`src/rtl/sys1_pkg.sv`:
```
// Shared types and constants for the SEGA System 1 download sequencer.
package sys1_pkg;

  typedef enum logic [1:0] {
    RUN   = 2'd0,
    LOAD  = 2'd1,
    DRAIN = 2'd2,
    HOLD  = 2'd3
  } state_e;

  localparam logic [7:0] IDX_ROM     = 8'd0;
  localparam logic [7:0] IDX_MODE    = 8'd1;
  localparam logic [7:0] IDX_DSW     = 8'd254;
  localparam logic [7:0] DSW_DEFAULT = 8'hFF;

endpackage

```
`src/rtl/sys1_rom_loader_if.sv`:
```
// hps_io download bus plus the ready/valid ROM write port towards the core.
interface sys1_rom_loader_if #(
  parameter int ADDR_W = 25
);

  logic              ioctl_download;
  logic              ioctl_wr;
  logic [7:0]        ioctl_index;
  logic [ADDR_W-1:0] ioctl_addr;
  logic [7:0]        ioctl_dout;
  logic              ioctl_wait;
  logic              rom_valid;
  logic              rom_ready;
  logic [ADDR_W-1:0] rom_addr;
  logic [7:0]        rom_data;

  modport master (
    output ioctl_download, ioctl_wr, ioctl_index, ioctl_addr, ioctl_dout, rom_ready,
    input  ioctl_wait, rom_valid, rom_addr, rom_data
  );

  modport slave (
    input  ioctl_download, ioctl_wr, ioctl_index, ioctl_addr, ioctl_dout, rom_ready,
    output ioctl_wait, rom_valid, rom_addr, rom_data
  );

endinterface

```
`src/rtl/sys1_fwft_fifo.sv`:
```
// First-word fall-through FIFO; the head is read straight from the storage registers.
module sys1_fwft_fifo #(
  parameter int WIDTH = 8,
  parameter int DEPTH = 4
) (
  input  logic                     clk_sys,
  input  logic                     rst,
  input  logic                     push,
  input  logic                     pop,
  input  logic [WIDTH-1:0]         wdata,
  output logic [WIDTH-1:0]         rdata,
  output logic                     full,
  output logic                     empty,
  output logic [$clog2(DEPTH):0]   count
);

  localparam int PTR_W = $clog2(DEPTH);
  localparam logic [PTR_W:0] FULL_CNT = (PTR_W+1)'(DEPTH);

  logic [WIDTH-1:0] mem_r [DEPTH];
  logic [PTR_W-1:0] wr_ptr_r;
  logic [PTR_W-1:0] rd_ptr_r;
  logic [PTR_W:0]   count_r;
  logic             pop_ok_s;
  logic             push_ok_s;

  // A full FIFO still takes a push when the head leaves in the same cycle.
  assign pop_ok_s  = pop & ~empty;
  assign push_ok_s = push & (~full | pop_ok_s);
  assign full      = (count_r == FULL_CNT);
  assign empty     = (count_r == '0);
  assign count     = count_r;
  assign rdata     = mem_r[rd_ptr_r];

  // Storage, power-of-two wrapping pointers and occupancy
  always_ff @(posedge clk_sys or posedge rst) begin
    if (rst) begin
      wr_ptr_r <= '0;
      rd_ptr_r <= '0;
      count_r  <= '0;
      for (int i = 0; i < DEPTH; i++) begin
        mem_r[i] <= '0;
      end
    end else begin
      if (push_ok_s) begin
        mem_r[wr_ptr_r] <= wdata;
        wr_ptr_r        <= wr_ptr_r + 1'b1;
      end
      if (pop_ok_s) begin
        rd_ptr_r <= rd_ptr_r + 1'b1;
      end
      count_r <= count_r + {{PTR_W{1'b0}}, push_ok_s} - {{PTR_W{1'b0}}, pop_ok_s};
    end
  end

endmodule

```
`src/rtl/sys1_rom_loader_chk.sv`:
```
// Simulation checks: stable ROM head under backpressure, sticky overflow, bounded occupancy.
module sys1_rom_loader_chk #(
  parameter int ADDR_W = 25,
  parameter int CNT_W  = 3,
  parameter int DEPTH  = 4
) (
  input logic              clk_sys,
  input logic              reset,
  input logic              overflow,
  input logic              rom_valid,
  input logic              rom_ready,
  input logic [ADDR_W-1:0] rom_addr,
  input logic [7:0]        rom_data,
  input logic [CNT_W-1:0]  count
);

  logic              stall_r;
  logic              ovf_r;
  logic [ADDR_W-1:0] addr_r;
  logic [7:0]        data_r;

  // Snapshot of the previous cycle's handshake and head
  always_ff @(posedge clk_sys or posedge reset) begin
    if (reset) begin
      stall_r <= 1'b0;
      ovf_r   <= 1'b0;
      addr_r  <= '0;
      data_r  <= 8'h00;
    end else begin
      stall_r <= rom_valid & ~rom_ready;
      ovf_r   <= overflow;
      addr_r  <= rom_addr;
      data_r  <= rom_data;
    end
  end

  // Evaluated mid-cycle so every register has settled
  always @(negedge clk_sys) begin
    if (!reset) begin
      if (stall_r) begin
        assert (rom_valid && rom_addr == addr_r && rom_data == data_r)
          else $error("rom head changed while stalled");
      end
      assert (!(ovf_r && !overflow)) else $error("overflow flag cleared");
      assert (count <= CNT_W'(DEPTH)) else $error("fifo occupancy out of range");
    end
  end

endmodule

```
`src/rtl/sys1_rom_loader.sv`:
```
// Sequences hps_io downloads into SEGA System 1: ROM FIFO, SYSMODE/DIP registers, core reset.
module sys1_rom_loader
  import sys1_pkg::*;
#(
  parameter int FIFO_DEPTH  = 4,
  parameter int HOLD_CYCLES = 16,
  parameter int ADDR_W      = 25
) (
  input  logic             clk_sys,
  input  logic             reset,
  input  logic             user_rst,
  sys1_rom_loader_if.slave bus,
  output logic [7:0]       sysmode,
  output logic [7:0]       dsw0,
  output logic [7:0]       dsw1,
  output logic             core_rst,
  output logic             busy
);

  localparam int CNT_W  = $clog2(FIFO_DEPTH) + 1;
  localparam int HOLD_W = $clog2(HOLD_CYCLES) + 1;
  localparam int FW     = ADDR_W + 8;
  localparam logic [HOLD_W-1:0] HOLD_RELOAD = HOLD_W'(HOLD_CYCLES - 1);
  localparam logic [CNT_W-1:0]  WAIT_LVL    = CNT_W'(FIFO_DEPTH - 1);

  state_e            state_r, state_nxt_s;
  logic [HOLD_W-1:0] hold_cnt_r, hold_cnt_nxt_s;
  logic              dl_prev_r, dl_rise_s, dl_fall_s;
  logic              rom_push_s, rom_pop_s, push_ok_s;
  logic              fifo_full_s, fifo_empty_s;
  logic [CNT_W-1:0]  fifo_count_s, count_nxt_s;
  logic [FW-1:0]     head_s;
  logic              overflow_r, ioctl_wait_r, core_rst_r, busy_r;
  logic [7:0]        sysmode_r, dsw0_r, dsw1_r;

  assign dl_rise_s   = bus.ioctl_download & ~dl_prev_r;
  assign dl_fall_s   = ~bus.ioctl_download & dl_prev_r;
  assign rom_push_s  = bus.ioctl_wr & (bus.ioctl_index == IDX_ROM);
  assign rom_pop_s   = ~fifo_empty_s & bus.rom_ready;
  assign push_ok_s   = rom_push_s & (~fifo_full_s | rom_pop_s);
  assign count_nxt_s = fifo_count_s + {{(CNT_W-1){1'b0}}, push_ok_s}
                                    - {{(CNT_W-1){1'b0}}, rom_pop_s};

  sys1_fwft_fifo #(.WIDTH(FW), .DEPTH(FIFO_DEPTH)) u_fifo (
    .clk_sys (clk_sys),
    .rst     (reset),
    .push    (rom_push_s),
    .pop     (rom_pop_s),
    .wdata   ({bus.ioctl_addr, bus.ioctl_dout}),
    .rdata   (head_s),
    .full    (fifo_full_s),
    .empty   (fifo_empty_s),
    .count   (fifo_count_s)
  );

  assign bus.rom_valid  = ~fifo_empty_s;
  assign bus.rom_addr   = head_s[FW-1:8];
  assign bus.rom_data   = head_s[7:0];
  assign bus.ioctl_wait = ioctl_wait_r;
  assign sysmode        = sysmode_r;
  assign dsw0           = dsw0_r;
  assign dsw1           = dsw1_r;
  assign core_rst       = core_rst_r;
  assign busy           = busy_r;

  // Download edge detect, backpressure, debug overflow and config bytes
  always_ff @(posedge clk_sys or posedge reset) begin
    if (reset) begin
      dl_prev_r    <= 1'b0;
      ioctl_wait_r <= 1'b0;
      overflow_r   <= 1'b0;
      sysmode_r    <= 8'h00;
      dsw0_r       <= DSW_DEFAULT;
      dsw1_r       <= DSW_DEFAULT;
    end else begin
      dl_prev_r    <= bus.ioctl_download;
      // One spare entry absorbs a strobe already issued before hps_io sees the wait.
      ioctl_wait_r <= (count_nxt_s >= WAIT_LVL);
      if (rom_push_s && fifo_full_s && !rom_pop_s) begin
        overflow_r <= 1'b1;
      end
      if (bus.ioctl_wr && bus.ioctl_index == IDX_MODE && bus.ioctl_addr == '0) begin
        sysmode_r <= bus.ioctl_dout;
      end
      if (bus.ioctl_wr && bus.ioctl_index == IDX_DSW && bus.ioctl_addr[ADDR_W-1:3] == '0) begin
        case (bus.ioctl_addr[2:0])
          3'd0:    dsw0_r <= bus.ioctl_dout;
          3'd1:    dsw1_r <= bus.ioctl_dout;
          default: ;
        endcase
      end
    end
  end

  // State register, hold counter and registered reset/busy outputs
  always_ff @(posedge clk_sys or posedge reset) begin
    if (reset) begin
      state_r    <= HOLD;
      hold_cnt_r <= HOLD_RELOAD;
      core_rst_r <= 1'b1;
      busy_r     <= 1'b1;
    end else begin
      state_r    <= state_nxt_s;
      hold_cnt_r <= hold_cnt_nxt_s;
      core_rst_r <= (state_nxt_s != RUN);
      busy_r     <= (state_nxt_s != RUN);
    end
  end

  // Next-state logic
  always_comb begin
    state_nxt_s    = state_r;
    hold_cnt_nxt_s = hold_cnt_r;
    case (state_r)
      RUN: begin
        if (dl_rise_s && bus.ioctl_index == IDX_ROM) begin
          state_nxt_s = LOAD;
        end else if (user_rst) begin
          state_nxt_s    = HOLD;
          hold_cnt_nxt_s = HOLD_RELOAD;
        end else begin
          state_nxt_s = RUN;
        end
      end
      LOAD: begin
        if (dl_fall_s) begin
          state_nxt_s = DRAIN;
        end else begin
          state_nxt_s = LOAD;
        end
      end
      DRAIN: begin
        if (dl_rise_s) begin
          state_nxt_s = LOAD;
        end else if (fifo_empty_s) begin
          state_nxt_s    = HOLD;
          hold_cnt_nxt_s = HOLD_RELOAD;
        end else begin
          state_nxt_s = DRAIN;
        end
      end
      HOLD: begin
        if (dl_rise_s) begin
          state_nxt_s = LOAD;
        end else if (user_rst) begin
          hold_cnt_nxt_s = HOLD_RELOAD;
        end else if (hold_cnt_r == '0) begin
          state_nxt_s = RUN;
        end else begin
          hold_cnt_nxt_s = hold_cnt_r - 1'b1;
        end
      end
      default: begin
        state_nxt_s    = HOLD;
        hold_cnt_nxt_s = HOLD_RELOAD;
      end
    endcase
  end

  sys1_rom_loader_chk #(.ADDR_W(ADDR_W), .CNT_W(CNT_W), .DEPTH(FIFO_DEPTH)) u_chk (
    .clk_sys   (clk_sys),
    .reset     (reset),
    .overflow  (overflow_r),
    .rom_valid (bus.rom_valid),
    .rom_ready (bus.rom_ready),
    .rom_addr  (bus.rom_addr),
    .rom_data  (bus.rom_data),
    .count     (fifo_count_s)
  );

endmodule

```
`src/flat_wrapper.sv`:
```
// flat-port wrapper written by rule: the top's interface ports become plain ports
module sys1_rom_loader_flat import sys1_pkg::*;
#(
  parameter int FIFO_DEPTH  = 4,
  parameter int HOLD_CYCLES = 16,
  parameter int ADDR_W      = 25
)
  (clk_sys, reset, user_rst, sysmode, dsw0, dsw1, core_rst, busy, bus_ioctl_download, bus_ioctl_wr, bus_ioctl_index, bus_ioctl_addr, bus_ioctl_dout, bus_rom_ready, bus_ioctl_wait, bus_rom_valid, bus_rom_addr, bus_rom_data);
  sys1_rom_loader_if #(.ADDR_W(ADDR_W)) bus_i ();
  input  logic clk_sys;
  input  logic reset;
  input  logic user_rst;
  output logic [7:0] sysmode;
  output logic [7:0] dsw0;
  output logic [7:0] dsw1;
  output logic core_rst;
  output logic busy;
  input wire logic [$bits(bus_i.ioctl_download)-1:0] bus_ioctl_download;
  input wire logic [$bits(bus_i.ioctl_wr)-1:0] bus_ioctl_wr;
  input wire logic [$bits(bus_i.ioctl_index)-1:0] bus_ioctl_index;
  input wire logic [$bits(bus_i.ioctl_addr)-1:0] bus_ioctl_addr;
  input wire logic [$bits(bus_i.ioctl_dout)-1:0] bus_ioctl_dout;
  input wire logic [$bits(bus_i.rom_ready)-1:0] bus_rom_ready;
  output wire logic [$bits(bus_i.ioctl_wait)-1:0] bus_ioctl_wait;
  output wire logic [$bits(bus_i.rom_valid)-1:0] bus_rom_valid;
  output wire logic [$bits(bus_i.rom_addr)-1:0] bus_rom_addr;
  output wire logic [$bits(bus_i.rom_data)-1:0] bus_rom_data;
  assign bus_i.ioctl_download = bus_ioctl_download;
  assign bus_i.ioctl_wr = bus_ioctl_wr;
  assign bus_i.ioctl_index = bus_ioctl_index;
  assign bus_i.ioctl_addr = bus_ioctl_addr;
  assign bus_i.ioctl_dout = bus_ioctl_dout;
  assign bus_i.rom_ready = bus_rom_ready;
  assign bus_ioctl_wait = bus_i.ioctl_wait;
  assign bus_rom_valid = bus_i.rom_valid;
  assign bus_rom_addr = bus_i.rom_addr;
  assign bus_rom_data = bus_i.rom_data;
  sys1_rom_loader #(.FIFO_DEPTH(FIFO_DEPTH), .HOLD_CYCLES(HOLD_CYCLES), .ADDR_W(ADDR_W)) u_core (.clk_sys(clk_sys), .reset(reset), .user_rst(user_rst), .bus(bus_i), .sysmode(sysmode), .dsw0(dsw0), .dsw1(dsw1), .core_rst(core_rst), .busy(busy));
endmodule
```
`config.mk`:
```
export PLATFORM = sky130hd
export DESIGN_NAME = sys1_rom_loader_flat
export DESIGN_NICKNAME = d
export VERILOG_FILES = /design/src/rtl/sys1_pkg.sv /design/src/rtl/sys1_rom_loader_if.sv /design/src/rtl/sys1_fwft_fifo.sv /design/src/rtl/sys1_rom_loader_chk.sv /design/src/rtl/sys1_rom_loader.sv /design/src/flat_wrapper.sv
export SDC_FILE = /design/constraint.sdc
export NUM_CORES = 1
export LEC_CHECK = 0
export BUFFER_PORTS_ARGS = -buffer_cell sky130_fd_sc_hd__buf_2
export CORE_UTILIZATION = 35
export CTS_CLUSTER_DIAMETER = 100
export DETAILED_ROUTE_END_ITERATION = 12
export GPL_ROUTABILITY_DRIVEN = 0
export PLACE_DENSITY_LB_ADDON = 0.2
export SLEW_MARGIN = 20
export SYNTH_ARGS = -nofsm -noshare
export SYNTH_HDL_FRONTEND = slang
export SYNTH_SLANG_ARGS = --single-unit
```
`constraint.sdc`:
```
create_clock -name clk_sys -period 15.1 [get_ports clk_sys]
set_clock_uncertainty 0.2 [all_clocks]
set_input_delay 0.755 -clock clk_sys [delete_from_list [all_inputs] [get_ports clk_sys]]
set_output_delay 0.755 -clock clk_sys [all_outputs]
set_load 0.03 [all_outputs]
```
-- Word-level counts from Yosys, hierarchy flattened
Index checks and enable logic that the tools add are counted.
- register bits after elaboration: 173
- input bits: 47
- output and inout bits: 61
- word-level logic and storage cells: 95
- add/sub/neg operators: 7
- magnitude comparators: 4
- equality and inequality tests: 13
- muxes and demuxes: 23
- bitwise gates (word level): 15
- reductions and logical operators: 18
- operator list (operator ; number):
    132-bit bitwise mux ; 1
    33-bit 2-to-1 mux ; 3
    33-bit binary-select mux with 2-bit select ; 1
    33-bit demux with 2-bit select ; 1
    5-bit 2-to-1 mux ; 7
    25-bit logical NOT ; 1
    22-bit logical NOT ; 1
    5-bit case mux with 3 select lines ; 1
    2-bit 2-to-1 mux ; 7
    8-bit by 1-bit equality test with 1-bit output (second input constant) ; 1
    8-bit equality test (second input constant) ; 1
    8-bit logical NOT ; 1
    2-bit != test (second input constant) ; 4
    2-bit case mux with 4 select lines ; 1
    1-bit AND ; 7
    7-bit AND reduction ; 1
    3-bit by 1-bit adder with 3-bit output ; 2
    3-bit >= comparator (second input constant) ; 2
    1-bit logical AND ; 6
    3-bit logical NOT ; 2
    2-bit inverter with 3-bit output ; 2
    3-bit by 1-bit subtractor with 3-bit output ; 2
    5-bit logical NOT ; 1
    5-bit by 1-bit subtractor with 5-bit output (second input constant) ; 1
    16 further kinds ; 23

-- Longest topological paths before layout
- depth after elaboration: 8
- gate-level depth with buffers: 10
- depth with buffers taken out: 9

-- By module
From an unflattened synthesis, not the netlist that was laid out.
- cells, all modules: 507
- area, all modules: 8495.6 um2
- by module, submodules not included (module ; instances ; cells each ; area each (um2) ; seq. area each (um2)):
    sys1_fwft_fifo ; 1 ; 359 ; 6725.2 ; 3478.3
    sys1_rom_loader ; 1 ; 148 ; 1770.4 ; 879.6

-- Worst setup path before layout
OpenSTA, ideal clock, no wires.
- path kind: input to register
- start: input bus_rom_ready
- end: register u_core.ioctl_wait_r (netlist: u_core.bus.ioctl_wait)
- setup time: 0.119 ns
- data arrival time: 2.583 ns
- data required time: 14.781 ns
- setup slack: 12.197 ns
- stages on the path: 10
- path buffers: 1
- cells stage by stage: or4b_1 and4_1 buf_6 inv_1 ha_1 inv_1 ha_1 fa_1 nand2_1 nand2_1
- cells in the longest elaborated chain, start to end: 6
- ends and longest elaborated chain (element ; line ; text):
    from (decl) ; flat_wrapper.sv:23 ; input wire logic [$bits(bus_i.rom_ready)-1:0] bus_rom_ready;
    1-bit AND * ; sys1_rom_loader.sv:39 ; assign rom_pop_s = ~fifo_empty_s & bus.rom_ready;
    1-bit OR ; sys1_rom_loader.sv:40 ; assign push_ok_s = rom_push_s & (~fifo_full_s | rom_pop_s);
    1-bit AND ; sys1_rom_loader.sv:40 ;
    3-bit by 1-bit adder with 3-bit output ; sys1_rom_loader.sv:41 ; assign count_nxt_s = fifo_count_s + {{(CNT_W-1){1'b0}}, push_ok_s}
    3-bit by 1-bit subtractor with 3-bit output * ; sys1_rom_loader.sv:42 ; - {{(CNT_W-1){1'b0}}, rom_pop_s};
    3-bit by 2-bit >= comparator with 1-bit output * ; sys1_rom_loader.sv:78 ; ioctl_wait_r <= (count_nxt_s >= WAIT_LVL);
    to (signal assigned) ; sys1_rom_loader.sv:78 ;
    to (decl) ; sys1_rom_loader.sv:33 ; logic overflow_r, ioctl_wait_r, core_rst_r, busy_r;
Mark *: on every way between the ends. The rest lies on a longest branch, timed or not.
A chain may end at the register's enable or synchronous reset.

-- Final worst setup path
- start: register u_core.u_fifo.rd_ptr_r[0]
- end: output bus_rom_addr[11]
- cells in the longest elaborated chain, start to end: 4
- ends and longest elaborated chain (element ; line ; text):
    from (decl) ; sys1_fwft_fifo.sv:22 ; logic [PTR_W-1:0] rd_ptr_r;
    from (signal assigned) ; sys1_fwft_fifo.sv:50 ; rd_ptr_r <= rd_ptr_r + 1'b1;
    2-bit inverter with 3-bit output (implied by the code) ; sys1_fwft_fifo.sv:33 ; assign rdata = mem_r[rd_ptr_r];
    33-bit binary-select mux with 2-bit select ; sys1_fwft_fifo.sv:33 ;
    33-bit 2-to-1 mux (implied by the code) (2 in series) ; sys1_fwft_fifo.sv:33 ;
    to (decl) ; flat_wrapper.sv:26 ; output wire logic [$bits(bus_i.rom_addr)-1:0] bus_rom_addr;
Every way passes these cells. The select of a mux whose other input is x is not followed.

==> flow_summary.json <==
{
  "outcome": "complete, but fails checks",
  "failing_checks": "design-rule violations",
  "filler_cells": 2014,
  "regToRegSetupSlack_ns": 12.30,
  "ff2ff_path_depth": 9,
  "io-pin-count": 108,
  "vias": 4605,
  "chip_height_um": 153,
  "ir_drop_mv": 0.0845,
  "post_synth_top_area_cell": "sky130_fd_sc_hd__dfrtp_1",
  "post-cts-setup-buffers": 0,
  "final.hold.worst_slack_ns": 0.285,
  "routed_via_density": 5.13,
  "dp.final_hpwl_mm": 11.5,
  "period_utilisation_layout_pct": 22.7,
  "synth_ff_type": "sky130_fd_sc_hd__dfrtp_1",
  "hold_end": "u_core.hold_cnt_r[3]",
  "critical_path.reg2reg.endpoint": "u_core.bus.ioctl_wait",
  "dieWidth_um": 153,
  "ys_ff_latch": 173,
  "synth.lib_cells_used.distinct": 50,
  "cap_viol_max_count": 0,
  "grt_remaining_overflow": 0,
  "cts.htree.levels": 4,
  "core_region_area_mm2": 0.0220,
  "grt_pass1_wl_mm": 28.9,
  "crit_path_category": "reg -> out",
  "max-slew-margin-rel_pct": 36.7,
  "layout-drive-gt1-share_pct": 54.9,
  "setup-violations-final": 0,
  "globalRouteTotalUtil_pct": 16.4,
  "remaining_drc_errors": 10,
  "synth-seq-area-share_pct": 54.8,
  "number_of_buffers_created_by_cts": 17,
  "max_root_sink_buffers": 2,
  "finish.net_count": 663,
  "synth_top_cell_area_share_pct": 47.2,
  "portBuffers": 107,
  "dieArea_mm2": 0.0233,
  "clock.fmax_mhz": 292,
  "syn_avg_cell_area_um2": 15.9,
  "tns_ns": 0,
  "number_of_cells_upsized_or_downsized_after_cts": 0,
  "grt_max_degree": 101,
  "drt-pass1-iter-count": 10,
  "cts-hold-fix-buffers": 0,
  "critical_path_required_ns": 14.15,
  "synth_edf_count": 0,
  "synthesis.area_mm2": 0.00795,
  "synth_area_leaders": "sky130_fd_sc_hd__dfrtp_1 (47%), sky130_fd_sc_hd__mux2_2 (16%), sky130_fd_sc_hd__mux4_2 (9.3%)",
  "drtAntennaViolNets": 0,
  "seqCellArea_mm2": 0.00436,
  "tritoncts_num_sinks": 173,
  "first_iter_violations": 202,
  "worst-endpoint-arrival_ns": 2.47,
  "reg2reg_from": "u_core.u_fifo.count[1]",
  "timing_max_transition_violations_final": 0,
  "multiInputGateArea_mm2": 0.00333,
  "placement.cell_area_mm2": 0.00866,
  "static-leakage-power_nw": 4.73,
  "grt_setup_unrepaired": "no",
  "clk_pin_slew_ns": 0.06,
  "worstPathMaxFanout": 18,
  "cts_root_buf": "sky130_fd_sc_hd__clkbuf_16",
  "clkLatencyLatePin_ns": 0.42,
  "tritoncts": "built",
  "initial_antenna_violation_count": 1,
  "power.density_mw_per_mm2": 127,
  "critPathLaunchType": "flop",
  "time_the_worst_path_needs_with_i_o_delays_and_setup_ns": 3.42,
  "hold_start": "u_core.hold_cnt_r[3]",
  "critPathCaptureType": "output port",
  "report.final.hold_viol_count": 0,
  "detail_route.wirelength_mm": 17.8,
  "first_global_vias": 5131,
  "starting_density_of_the_core_pct": 36.1,
  "netlist_instances": 499,
  "path_category_of_the_worst_min_delay_check": "reg -> reg",
  "design_area_mm2": 0.00931,
  "hold-path-cell-count": 2,
  "synth_fp_nets": 558,
  "worst_pin_slew_ns": 0.950,
  "synthToLayoutAreaGrowth_pct": 17.1,
  "drt-wirelength-per-cell_um": 19.8,
  "total_number_of_yosys_warnings": 0,
  "synth-async-reset-ratio_pct": 100,
  "row_count": 54
}
[metal layers]
layer	wire (µm)	up-vias	track usage (%)	part of all wire, %
li1	-	2061	-	-
met1	8080	2449	20.8	45
met2	8830	83	27.5	50
met3	724	12	4.61	4.1
met4	157	0	4.18	0.88
met5	0	-	0	0
[cells by family after synthesis]
group | Yosys count | synth area share, %
and+or+nand+nor | 63 | 5.65
DFF | 173 | 54.8
muxes | 190 | 32.0
adders and majority gates | 12 | 2.08
xor gates and xnor gates | 6 | 0.661
buffers and inverters | 39 | 3.31
AOI/OAI and AO/OA | 16 | 1.51
[how the worst max path moves through the flow]
stage                                    startpoint                     to  slack [ns]  depth (start not counted)
after floorplan                               reset  u_core.bus.ioctl_wait        9.49                          1
after global placement           bus_ioctl_index[0]  u_core.bus.ioctl_wait       11.77                         10
after detailed placement         bus_ioctl_index[4]  u_core.bus.ioctl_wait       11.69                         10
after CTS                 u_core.u_fifo.rd_ptr_r[0]       bus_rom_addr[11]       11.60                          3
after global routing      u_core.u_fifo.rd_ptr_r[0]        bus_rom_addr[8]       11.51                          3
final                     u_core.u_fifo.rd_ptr_r[0]       bus_rom_addr[11]       11.68                          3
[sequential cells by signal (all words and copies together) (netlist names)]
name	cells
u_core.state_r	2
u_core.u_fifo.rd_ptr_r	2
u_core.hold_cnt_r	5
u_core.sysmode	8
u_core.core_rst	1
u_core.dl_prev_r	1
u_core.u_fifo.count	3
u_core.bus.ioctl_wait	1
u_core.dsw0	8
u_core.u_fifo.wr_ptr_r	2
u_core.u_fifo.mem_r	132
u_core.dsw1	8
[critical path, cell delays in order (launching register included)]
cell,delay (ns)
sky130_fd_sc_hd__dfrtp_2,0.74
sky130_fd_sc_hd__buf_4,0.47
sky130_fd_sc_hd__mux4_2,0.62
sky130_fd_sc_hd__buf_2,0.21
[cell usage after synthesis, types with 2 or more instances]
master / count
sky130_fd_sc_hd__nor4b_1: 2
sky130_fd_sc_hd__fa_1: 2
sky130_fd_sc_hd__mux2_2: 115
sky130_fd_sc_hd__inv_1: 14
sky130_fd_sc_hd__or4b_1: 2
sky130_fd_sc_hd__nand2_1: 8
sky130_fd_sc_hd__nor2_1: 2
sky130_fd_sc_hd__dfrtp_1: 150
sky130_fd_sc_hd__nor4_2: 2
sky130_fd_sc_hd__xor2_1: 3
sky130_fd_sc_hd__nand4_1: 5
sky130_fd_sc_hd__buf_2: 6
sky130_fd_sc_hd__nand3_1: 3
sky130_fd_sc_hd__or3b_2: 2
sky130_fd_sc_hd__a21oi_1: 4
sky130_fd_sc_hd__mux2_4: 8
sky130_fd_sc_hd__a22o_1: 2
sky130_fd_sc_hd__nor3_1: 7
sky130_fd_sc_hd__xnor2_1: 3
sky130_fd_sc_hd__nor4_4: 2
sky130_fd_sc_hd__or2_2: 3
sky130_fd_sc_hd__nand2b_1: 2
sky130_fd_sc_hd__nor2b_1: 2
sky130_fd_sc_hd__ha_1: 10
sky130_fd_sc_hd__nor4_1: 9
sky130_fd_sc_hd__dfstp_2: 23
sky130_fd_sc_hd__mux2_1: 34
sky130_fd_sc_hd__nand2_4: 4
sky130_fd_sc_hd__clkbuf_1: 3
sky130_fd_sc_hd__mux4_2: 33
sky130_fd_sc_hd__buf_6: 14
sky130_fd_sc_hd__and3_1: 2
[report_power, final]
group          internal [mW]  switching, mW  total, mW  leakage [nW]
Combinational         0.0859          0.107      0.193          2.13
Sequential             0.490         0.0407      0.530          2.30
Clock                  0.278          0.180      0.458         0.298
Total                  0.853          0.328       1.18          4.73
[stage by stage]
step                      std cells  setup slack [ns]  total power [mW]  utilization [%]
final                           898             11.68              1.18             42.3
after global routing            896             11.51              1.24             42.2
after CTS                       895             11.60              1.19             42.1
after global placement          864             11.77             0.725             39.3
after floorplan                 499              9.49             0.670                -
after detailed placement        864             11.69             0.732             39.3
[layout by cell type (no fill, tap or decap), types with 4 or more instances in the layout]
| cell type | count |
|---|---|
| sky130_fd_sc_hd__dfrtp_1 | 148 |
| sky130_fd_sc_hd__mux2_2 | 115 |
| sky130_fd_sc_hd__buf_2 | 107 |
| sky130_fd_sc_hd__mux2_1 | 34 |
| sky130_fd_sc_hd__mux4_2 | 33 |
| sky130_fd_sc_hd__dfstp_2 | 23 |
| sky130_fd_sc_hd__clkbuf_16 | 17 |
| sky130_fd_sc_hd__inv_1 | 13 |
| sky130_fd_sc_hd__ha_1 | 10 |
| sky130_fd_sc_hd__nor4_1 | 9 |
| sky130_fd_sc_hd__mux2_4 | 8 |
| sky130_fd_sc_hd__nand2_1 | 8 |
| sky130_fd_sc_hd__nor3_1 | 7 |
| sky130_fd_sc_hd__nand4_1 | 5 |
| sky130_fd_sc_hd__nand2_4 | 4 |
| sky130_fd_sc_hd__a21oi_1 | 4 |
| sky130_fd_sc_hd__clkbuf_8 | 4 |
[layout make-up]
type	count	share of cell area, %
tap	280	3.76
clock buffer	22	5.20
sequential	173	46.9
inverter	14	0.618
multi-input combinational	287	35.8
clock inverter	9	1.47
timing repair buffer	111	6.21
antenna	2	0.0538
Note: power is estimated with default switching activity, not from simulation.
